### src/rtl/pipeline_flush_ctrl.sv
// Fetch-stage sequencer: drives the instruction-mux flush and PC-update controls,
// resolves trap > mret > branch redirects, and counts accepted redirects.
module pipeline_flush_ctrl #(
    parameter int unsigned FLUSH_CYCLES     = 1,
    parameter int unsigned RST_FLUSH_CYCLES = 2,
    parameter int unsigned CNT_W            = 16
) (
    input  logic             clk_in,
    input  logic             rst_in,
    input  logic             branch_taken_in,
    input  logic             trap_taken_in,
    input  logic             mret_in,
    input  logic             imem_ready_in,
    input  logic             stall_in,
    output logic             flush_out,
    output logic [1:0]       pc_src_out,
    output logic             pc_load_out,
    output logic             redirect_out,
    output logic [1:0]       state_out,
    output logic [CNT_W-1:0] flush_count_out
);

    typedef enum logic [1:0] {
        RESET_FL = 2'd0,
        RUN      = 2'd1,
        FLUSH    = 2'd2,
        STALL    = 2'd3
    } state_t;

    localparam logic [3:0] FLUSH_RELOAD = 4'(FLUSH_CYCLES - 1);
    localparam logic [3:0] RST_RELOAD   = 4'(RST_FLUSH_CYCLES - 1);

    state_t           state;
    logic [3:0]       cnt;
    logic [CNT_W-1:0] flush_count;
    logic             evt;
    logic             accept;
    logic [1:0]       evt_src;

    assign evt     = trap_taken_in | mret_in | branch_taken_in;
    assign evt_src = trap_taken_in ? 2'b10 : (mret_in ? 2'b11 : 2'b01);

    assign state_out       = state;
    assign flush_count_out = flush_count;

    // Outputs are decoded from the current state and inputs with no register stage.
    always_comb begin
        flush_out    = 1'b1;
        pc_load_out  = 1'b0;
        pc_src_out   = 2'b00;
        redirect_out = 1'b0;
        accept       = 1'b0;
        if (!rst_in) begin
            unique case (state)
                RESET_FL: ;
                RUN: begin
                    if (evt) begin
                        accept = 1'b1;
                    end else if (stall_in) begin
                        flush_out = 1'b0;
                    end else if (imem_ready_in) begin
                        pc_load_out = 1'b1;
                        flush_out   = 1'b0;
                    end
                end
                FLUSH: accept = trap_taken_in;
                STALL: begin
                    flush_out = 1'b0;
                    accept    = trap_taken_in;
                end
                default: ;
            endcase
            if (accept) begin
                pc_src_out   = evt_src;
                pc_load_out  = 1'b1;
                flush_out    = 1'b1;
                redirect_out = 1'b1;
            end
        end
    end

    always_ff @(posedge clk_in) begin
        if (rst_in) begin
            state       <= RESET_FL;
            cnt         <= RST_RELOAD;
            flush_count <= '0;
        end else begin
            if (accept && (flush_count != '1)) begin
                flush_count <= flush_count + 1'b1;
            end
            unique case (state)
                RESET_FL: begin
                    if (cnt == 4'd0) state <= RUN;
                    else             cnt   <= cnt - 4'd1;
                end
                RUN: begin
                    if (evt) begin
                        cnt   <= FLUSH_RELOAD;
                        state <= FLUSH;
                    end else if (stall_in) begin
                        state <= STALL;
                    end
                end
                FLUSH: begin
                    // The counter parks at zero until the fetch side delivers a word.
                    if (trap_taken_in)                     cnt   <= FLUSH_RELOAD;
                    else if (cnt == 4'd0 && imem_ready_in) state <= RUN;
                    else if (cnt != 4'd0)                  cnt   <= cnt - 4'd1;
                end
                STALL: begin
                    if (trap_taken_in) begin
                        cnt   <= FLUSH_RELOAD;
                        state <= FLUSH;
                    end else if (!stall_in) begin
                        state <= RUN;
                    end
                end
                default: state <= RESET_FL;
            endcase
        end
    end

endmodule

### config.mk
export PLATFORM = sky130hd
export DESIGN_NAME = pipeline_flush_ctrl
export DESIGN_NICKNAME = d
export VERILOG_FILES = /design/src/rtl/pipeline_flush_ctrl.sv
export SDC_FILE = /design/constraint.sdc
export NUM_CORES = 1
export LEC_CHECK = 0
export CAP_MARGIN = 20
export CORE_ASPECT_RATIO = 1.2
export CORE_MARGIN = 4
export CORE_UTILIZATION = 53
export DETAILED_ROUTE_END_ITERATION = 8
export PLACE_DENSITY = 0.84
export SLEW_MARGIN = 20
export SYNTH_ARGS = -nofsm -noshare
export SYNTH_HDL_FRONTEND = slang
export SYNTH_SLANG_ARGS = --single-unit
### constraint.sdc
create_clock -name clk_in -period 7.7 [get_ports clk_in]
set_clock_uncertainty 0.1 [all_clocks]
set_input_delay 2.31 -clock clk_in [delete_from_list [all_inputs] [get_ports clk_in]]
set_output_delay 2.31 -clock clk_in [all_outputs]
set_load 0.1 [all_outputs]
==> results.yml, run 1 <==
clock_network:
  htree_levels: 1
  cts.sinks: 22
  cts_tree: "yes"
  cts_hold_buf: 0
  cts_resized: 0
  clkLatencyLatePin_ps: 310
  clk_pin_slew_worst_paths_ps: 120
  clockBufferDepth: 2
  root_buffer: "clkbuf_4"
  post_cts_buffers: 0
  cts_inserted_buffers: 3
route:
  first_iter_violations: 43
  routed_via_density: 6.139
  avgRoutedWirePerCell_um: 13.94
  drc: 0
  first_pass_iters: 5
  vias: 1326
  routed_wl_um: 3012
  antenna_left: 0
synthesis:
  yosysTopAreaCell: "dfxtp_1"
  synth.area.top_cells: "dfxtp_1 (34%), mux2_2 (6.1%), or4_1 (5.8%), a21oi_1 (5.0%), o31ai_1 (4.1%)"
  yosys_warnings: 0
  ys_seq_elements: 22
  yosysSeqAreaShare_pct: 34.17
  synth_top_area_share_pct: 34.17
  avgSynthCellArea_um2: 8.261
  synthCells: 156
  syn_area_um2: 1289
  syn-num-nets: 166
  yosys.cell_types.count: 32
power_and_ir_drop:
  p_int_mw: 0.2165
  irDropWorstVdd_mv: 0.2495
  power_switching_mw: 0.1881
  pwr-share-clk_pct: 16.1
  pwr_density_cell_nw_per_um2: 248.6
  combPwrFrac_pct: 48.1
  p_sw_share_pct: 46.50
  power_leakage_nw: 0.5573
  pwr-share-seq_pct: 35.8
setup_path:
  critPathTopFamily: "simple AND/OR/NAND/NOR gates"
  slowest_stage: "nor3_1"
  path_class: "input pin to output port"
  cp_cell_sequence: "clkdlybuf4s50_1, or3_1, nor3_1, nand3b_1, a21oi_1, buf_4"
  critPathCaptureType: "output port"
  worstPathArrival_ps: 4500
  crit_buf_inv: 2
  cp-start-kind: "input pin"
  cp.required_ps: 5290
  critPathMaxStageDelay_ps: 540
  worst-path-max-fanout: 7
floorplan:
  core_region_area_um2: 2306
  die-area_um2: 3288
  rows: 19
  fp.dieW_um: 53.02
  chipHeight_um: 62.02
  io-pin-count: 30
  start_util_pct: 55.89
sta:
  worstMarginPinSlew_ps: 1010
  hold_violations: 0
  setup_viol: 0
  relSlewSlack_pct: 32.11
  min_period_over_period_pct: 89.69
  slew_viol_final: 0
  rsz0062_at_grt: "false"
  finalSetupTns_ps: 0
  finalCriticalPeriod_ps: 6906
  fmax_mhz: 144.8
run_status:
  status: "completed"
global_routing:
  grt_usage_pct: 20.68
  antenna_found_initial: 0
  grt_max_degree: 26
  grt_pass1_wl_um: 5168
  grt_pass1_vias: 1236
  gr-total-overflow: 0
finish:
  stdcell_area_um2: 1628
  n_fill_cell: 188
  layout_commonest_cell: "clkdlybuf4s50_1"
  final_cell_mix: "clkdlybuf4s50_1 (24), dfxtp_1 (22), a21oi_1 (13)"
  multi_input_area_um2: 800.8
  areaGrowthSynthToFinish_pct: 26.31
  drive_gt1_share_pct: 11.89
  register_area_um2: 440.4
  n_antenna_cell: 0
  fin_nets: 196
placement:
  gp_congestion: 0.9158
  port_buffers: 29
  place_area_um2: 1592
  dp_hpwl_um: 2258
worst_hold_path:
  holdCritPathClass: "flip-flop to flip-flop"
job:
  maxCapViolCount: 0
-- synth_stat cells --
library cell,number
dfxtp_1,22
a21oi_1,13
nor2_1,12
nand2_1,11
or4_1,10
nand3_1,9
inv_1,7
mux2_2,7
o31ai_1,7
nor4_1,6
o21ai_0,6
nor2b_1,5
or3_1,5
nand4_1,4
clkbuf_1,3
ha_1,3
o311ai_0,3
and4_1,2
buf_2,2
nand2b_1,2
nand3b_1,2
nand4_2,2
nor3b_1,2
o21a_1,2
o41ai_1,2
a21boi_0,1
and3_1,1
mux2i_1,1
nand3_2,1
nor3_1,1
nor4_2,1
o21ba_2,1
-- layout make-up --
class,count,area share [%]
multi-input cells,122,49.19
flip-flops and latches,22,27.06
repair buffers,30,17.53
well taps,31,2.383
clock buffers,4,2.229
inverters,7,1.614
-- sequential cells by signal, summed over array words and instances (netlist names) --
| register | count |
|---|---|
| cnt | 4 |
| flush_count_out | 16 |
| state_out | 2 |
-- per-stage QoR --
stage	setup slack (ps)	hold WS [ps]	instances	utilization [%]	total power [mW]
floorplan	454.0	351.4	156	-	0.2980
global placement	908.7	367.7	212	69.02	0.3336
detailed placement	795.2	378.6	212	69.02	0.3411
CTS	793.6	396.3	216	70.59	0.4060
global route	559.3	442.5	216	70.59	0.4283
finish	793.5	390.5	216	70.59	0.4046
-- path summary, 6_finish.rpt --
path | start | end | slack [ps] | cells past startpoint
setup / recovery | trap_taken_in | pc_load_out | 790 | 6
hold / removal | cnt[2]$_SDFFE_PP0P_ | cnt[2]$_SDFFE_PP0P_ | 390 | 2
setup reg to reg | flush_count_out[0]$_SDFFE_PP0P_ | flush_count_out[9]$_SDFFE_PP0P_ | 5420 | 5
hold reg to reg | cnt[2]$_SDFFE_PP0P_ | cnt[2]$_SDFFE_PP0P_ | 390 | 2
-- logic make-up (layout without fill, tap and decap cells) --
group	after synthesis	count (layout)	share of synthesized area (%)
AOI/OAI and AO/OA	35	35	17.38
adders and majority gates	3	3	2.913
buffers and inverters	12	41	3.690
DFF	22	22	34.17
muxes	8	8	6.894
and+or+nand+nor	76	76	34.95
-- worst reg2reg max path, cell delays in order (launching register included) --
cell and delay (ps):
dfxtp_1 460, ha_1 250, nand4_1 130, nor4_2 780, nor4_1 170, mux2_2 310
-- power by group through the flow --
stage | Combinational (mW) | Clock (mW) | Sequential (mW)
global placement | 0.188 | 0 | 0.146
floorplan | 0.118 | 0 | 0.180
detailed placement | 0.194 | 0 | 0.147
finish | 0.195 | 0.0650 | 0.145
CTS | 0.195 | 0.0668 | 0.144
global route | 0.210 | 0.0715 | 0.147
-- layer usage --
metal  track usage [%]  up-vias  part of all wire, %
li1                  -      654                    -
met1             24.56      632                   45
met2             37.41       36                   50
met3             2.864        4                  4.0
met4             8.394        0                  1.0
met5                 0        -                    0
No activity file was read; power rests on OpenSTA's default activity.
==> run 2, diff against run 1 <==
--- a/config.mk
+++ b/config.mk
@@ -6,11 +6,13 @@
 export NUM_CORES = 1
 export LEC_CHECK = 0
 export CAP_MARGIN = 20
+export CELL_PAD_IN_SITES_DETAIL_PLACEMENT = 2
+export CELL_PAD_IN_SITES_GLOBAL_PLACEMENT = 2
 export CORE_ASPECT_RATIO = 1.2
 export CORE_MARGIN = 4
-export CORE_UTILIZATION = 53
+export CORE_UTILIZATION = 30
 export DETAILED_ROUTE_END_ITERATION = 8
-export PLACE_DENSITY = 0.84
+export PLACE_DENSITY_LB_ADDON = 0.1
 export SLEW_MARGIN = 20
 export SYNTH_ARGS = -nofsm -noshare
 export SYNTH_HDL_FRONTEND = slang
==> results.yml, run 2 (synthesized netlist as in run 1, its figures left out) <==
route:
  avgRoutedWirePerCell_um: 17.87
  routed_wl_um: 4270
  first_pass_iters: 4
  first_iter_violations: 60
  drc: 0
  vias: 1369
  antenna_left: 0
  routed_via_density: 5.728
sta:
  relSlewSlack_pct: 34.41
  finalCriticalPeriod_ps: 7016
  min_period_over_period_pct: 91.12
  rsz0062_at_grt: "false"
  hold_ws_ps: 398.1
  hold_violations: 0
  fmax_mhz: 142.5
  setup_viol: 0
  finalSetupTns_ps: 0
  slew_viol_final: 0
  worstMarginPinSlew_ps: 980.7
power_and_ir_drop:
  power_leakage_nw: 0.5820
  irDropWorstVdd_mv: 0.1241
  pwr_density_cell_nw_per_um2: 256.4
setup_path:
  critPathCaptureType: "output port"
  critPathMaxStageDelay_ps: 580
  cp_cell_sequence: "clkdlybuf4s50_1, or3_1, nor3_1, nand3b_1, a21oi_1, buf_4"
  path_class: "input pin to output port"
  worstPathArrival_ps: 4610
  cp.required_ps: 5290
  cp-start-kind: "input pin"
  worst-path-max-fanout: 7
  slowest_stage: "nor3_1"
  reg2reg_slack_ps: 5590
finish:
  register_area_um2: 440.4
  final_util_pct: 41.89
  multi_input_area_um2: 815.8
  areaGrowthSynthToFinish_pct: 31.16
  drive_gt1_share_pct: 12.43
  final_cell_mix: "clkdlybuf4s50_1 (24), dfxtp_1 (22), a21oi_1 (13)"
  fin_nets: 196
  n_fill_cell: 463
  n_antenna_cell: 0
  largest_reg_flops: 16
  layout_commonest_cell: "clkdlybuf4s50_1"
floorplan:
  fp.dieW_um: 67.83
  core_region_area_um2: 4035
  rows: 25
  start_util_pct: 31.94
  die-area_um2: 5412
  io-pin-count: 30
  chipHeight_um: 79.80
placement:
  gp_congestion: 0.7670
  dp_hpwl_um: 3109
  port_buffers: 29
clock_network:
  cts_inserted_buffers: 3
  cts_resized: 0
  clkLatencyLatePin_ps: 270
  root_buffer: "clkbuf_8"
  post_cts_buffers: 0
  cts_hold_buf: 0
  cts.sinks: 22
  clockBufferDepth: 2
  htree_levels: 1
  clk_pin_slew_worst_paths_ps: 90
  cts_tree: "yes"
global_routing:
  met2_usage_pct: 32.13
  use_met3_pct: 1.690
  grt_max_degree: 25
  busiest_layer: "met2"
  gr-total-overflow: 0
  antenna_found_initial: 0
  grt_util_met1_pct: 20.05
  grt_pass1_vias: 1482
  grt_pass1_wl_um: 7279
  grt_usage_pct: 17.25
run_status:
  status: "completed"
job:
  maxCapViolCount: 0
worst_hold_path:
  holdCritPathClass: "flip-flop to flip-flop"
-- run 2: cell counts in the layout (fill, tap and decap cells not counted) --
No cell type changed its count.
-- run 2: critical path: cells and delay by family --
kind	cells	cell delay [ps]
AO/OA/AOI/OAI	1	180
AND/OR/NAND/NOR	3	1260
buffers and inverters	2	850
-- run 2: layer usage --
metal | part of all wire (%) | vias to the layer above
met5 | 0 | -
met4 | 1.1 | 0
met3 | 2.2 | 4
met2 | 53 | 19
met1 | 43 | 690
li1 | - | 656
-- run 2: worst paths after layout --
kind | from | end | cells past startpoint
setup / recovery | trap_taken_in | pc_load_out | 6
setup reg to reg | flush_count_out[0]$_SDFFE_PP0P_ | flush_count_out[9]$_SDFFE_PP0P_ | 5
hold reg to reg | cnt[2]$_SDFFE_PP0P_ | cnt[2]$_SDFFE_PP0P_ | 2
hold / removal | cnt[2]$_SDFFE_PP0P_ | cnt[2]$_SDFFE_PP0P_ | 2
-- run 2: final cells by class --
class	count	area share, %
Multi-Input combinational cell	122	48.26
Sequential cell	22	26.05
Timing Repair Buffer	30	16.88
Tap cell	54	3.997
Clock buffer	4	3.257
Inverter	7	1.554
-- run 2: metrics by stage --
| stage | setup WS (ps) | area, um2 | std cells | power [mW] |
|---|---|---|---|---|
| floorplan | 454.0 | 1289 | 156 | 0.2980 |
| global placement | 849.9 | 1620 | 235 | 0.3396 |
| detailed placement | 706.1 | 1620 | 235 | 0.3493 |
| CTS | 702.1 | 1675 | 239 | 0.4376 |
| global route | 482.7 | 1690 | 239 | 0.4594 |
| finish | 683.9 | 1690 | 239 | 0.4334 |
-- run 2: power breakdown --
part	switching, mW	leakage [nW]	internal, mW	total [mW]
logic	0.141	0.375	0.0597	0.201
clock network	0.0410	0.0288	0.0457	0.0867
registers	0.0177	0.178	0.128	0.146
total	0.200	0.582	0.234	0.433
==> run 3, diff against run 2 <==
--- a/config.mk
+++ b/config.mk
@@ -12,7 +12,9 @@
 export CORE_MARGIN = 4
 export CORE_UTILIZATION = 30
 export DETAILED_ROUTE_END_ITERATION = 8
+export GPL_TIMING_DRIVEN = 0
 export PLACE_DENSITY_LB_ADDON = 0.1
+export SKIP_CTS_REPAIR_TIMING = 1
 export SLEW_MARGIN = 20
 export SYNTH_ARGS = -nofsm -noshare
 export SYNTH_HDL_FRONTEND = slang
==> results.yml, run 3 (synthesized netlist as in run 1, its figures left out) <==
placement:
  port_buffers: 29
  place_area_um2: 1647
  dp_hpwl_um: 3254
  gp_congestion: 0.7446
worst_hold_path:
  holdCritPathClass: "flip-flop to flip-flop"
  min_path_cells: 2
finish:
  fin_nets: 201
  drive_gt1_share_pct: 10.05
  largest_reg_flops: 16
  n_antenna_cell: 0
  n_fill_cell: 453
  areaGrowthSynthToFinish_pct: 30.97
  layout_commonest_cell: "clkdlybuf4s50_1"
  stdcell_area_um2: 1688
  final_util_pct: 41.83
  final_cell_mix: "clkdlybuf4s50_1 (28), dfxtp_1 (22), a21oi_1 (13)"
floorplan:
  core_region_area_um2: 4035
  io-pin-count: 30
  fp.dieW_um: 67.83
  chipHeight_um: 79.80
  die-area_um2: 5412
  start_util_pct: 31.94
  rows: 25
clock_network:
  root_buffer: "clkbuf_8"
  cts.sinks: 22
  cts_inserted_buffers: 3
  cts_tree: "yes"
  clk_pin_slew_worst_paths_ps: 80
  clkLatencyLatePin_ps: 270
  htree_levels: 1
  clockBufferDepth: 2
setup_path:
  critPathCaptureType: "output port"
  critPathMaxStageDelay_ps: 1140
  cp_common_cell: "clkdlybuf4s50_1"
  cp_cell_sequence: "clkdlybuf4s50_1, or3_1, clkbuf_1, nand3_2, buf_2, nor2_1, clkdlybuf4s50_1"
  worstPathArrival_ps: 5110
  reg2reg_depth: 6
  crit_buf_inv: 4
  path_class: "input pin to output port"
  cp.depth: 7
  worst-path-max-fanout: 10
  cp.required_ps: 5290
  slowest_stage: "clkdlybuf4s50_1"
  critPathTopFamily: "buffers and inverters"
  cp-start-kind: "input pin"
global_routing:
  met2_usage_pct: 31.06
  grt_usage_pct: 17.63
  gr-total-overflow: 0
  grt_max_degree: 12
  busiest_layer: "met2"
  grt_pass1_wl_um: 7307
  grt_pass1_vias: 1437
  grt_util_met1_pct: 22.18
  use_met3_pct: 2.394
  antenna_found_initial: 0
route:
  vias: 1350
  antenna_left: 0
  drc: 0
  first_iter_violations: 46
  routed_wl_um: 4371
  avgRoutedWirePerCell_um: 17.99
  routed_via_density: 5.556
  first_pass_iters: 4
power_and_ir_drop:
  irDropWorstVdd_mv: 0.1222
  pwr_density_cell_nw_per_um2: 253.3
  power.total_mw: 0.4276
  power_leakage_nw: 0.5628
sta:
  setup_viol: 0
  finalCriticalPeriod_ps: 7517
  fmax_mhz: 133.0
  slew_viol_final: 0
  min_period_over_period_pct: 97.62
  relSlewSlack_pct: 34.32
  hold_violations: 0
  rsz0062_at_grt: "false"
  worstMarginPinSlew_ps: 982.1
  hold_ws_ps: 398.6
  finalSetupTns_ps: 0
job:
  maxCapViolCount: 0
run_status:
  status: "completed"
## run 3: cell types whose count changed in the layout (fill, tap and decap cells not counted), sizes merged
cell	change
clkbuf	+4
clkdlybuf4s50	+4
buf	-4
## run 3: area by class of cell
type	count	area [um2]	area share, %
plain buffers	5	21.27	1.260
clock buffers	3	41.29	2.446
inverters	7	26.28	1.557
multi-input cells	122	800.8	47.44
flip-flops and latches	22	440.4	26.09
well taps	54	67.56	4.003
repair buffers	30	290.3	17.20
## run 3: tightest hold or removal path, stage by stage, from the launching register on
cell      delay, ps
dfxtp_1         330
o31ai_1          60
a21boi_0         70
## run 3: where the power goes
| group | switching, mW | internal, mW |
|---|---|---|
| logic | 0.146 | 0.0609 |
| clock network | 0.0407 | 0.0350 |
| registers | 0.0169 | 0.128 |
## run 3: worst paths after layout
| kind | from | end | slack, ps |
|---|---|---|---|
| setup / recovery | trap_taken_in | pc_src_out[0] | 180 |
| hold / removal | cnt[3]$_SDFFE_PP0P_ | cnt[3]$_SDFFE_PP0P_ | 400 |
| setup reg to reg | flush_count_out[0]$_SDFFE_PP0P_ | flush_count_out[7]$_SDFFE_PP0P_ | 5610 |
| hold reg to reg | cnt[3]$_SDFFE_PP0P_ | cnt[3]$_SDFFE_PP0P_ | 400 |
## run 3: through the flow
stage | cells | setup slack [ps]
2_1_floorplan | 156 | 454.0
3_3_place_gp | 239 | -182.7
3_5_place_dp | 239 | -261.2
4_1_cts | 242 | -287.4
5_1_grt | 243 | 13.92
6_report | 243 | 183.0
## run 3: per-layer routing
layer | up-vias | wire length, um
met5 | - | 0
met4 | 0 | 34
met3 | 4 | 115
met2 | 17 | 2320
met1 | 671 | 1900
li1 | 658 | -
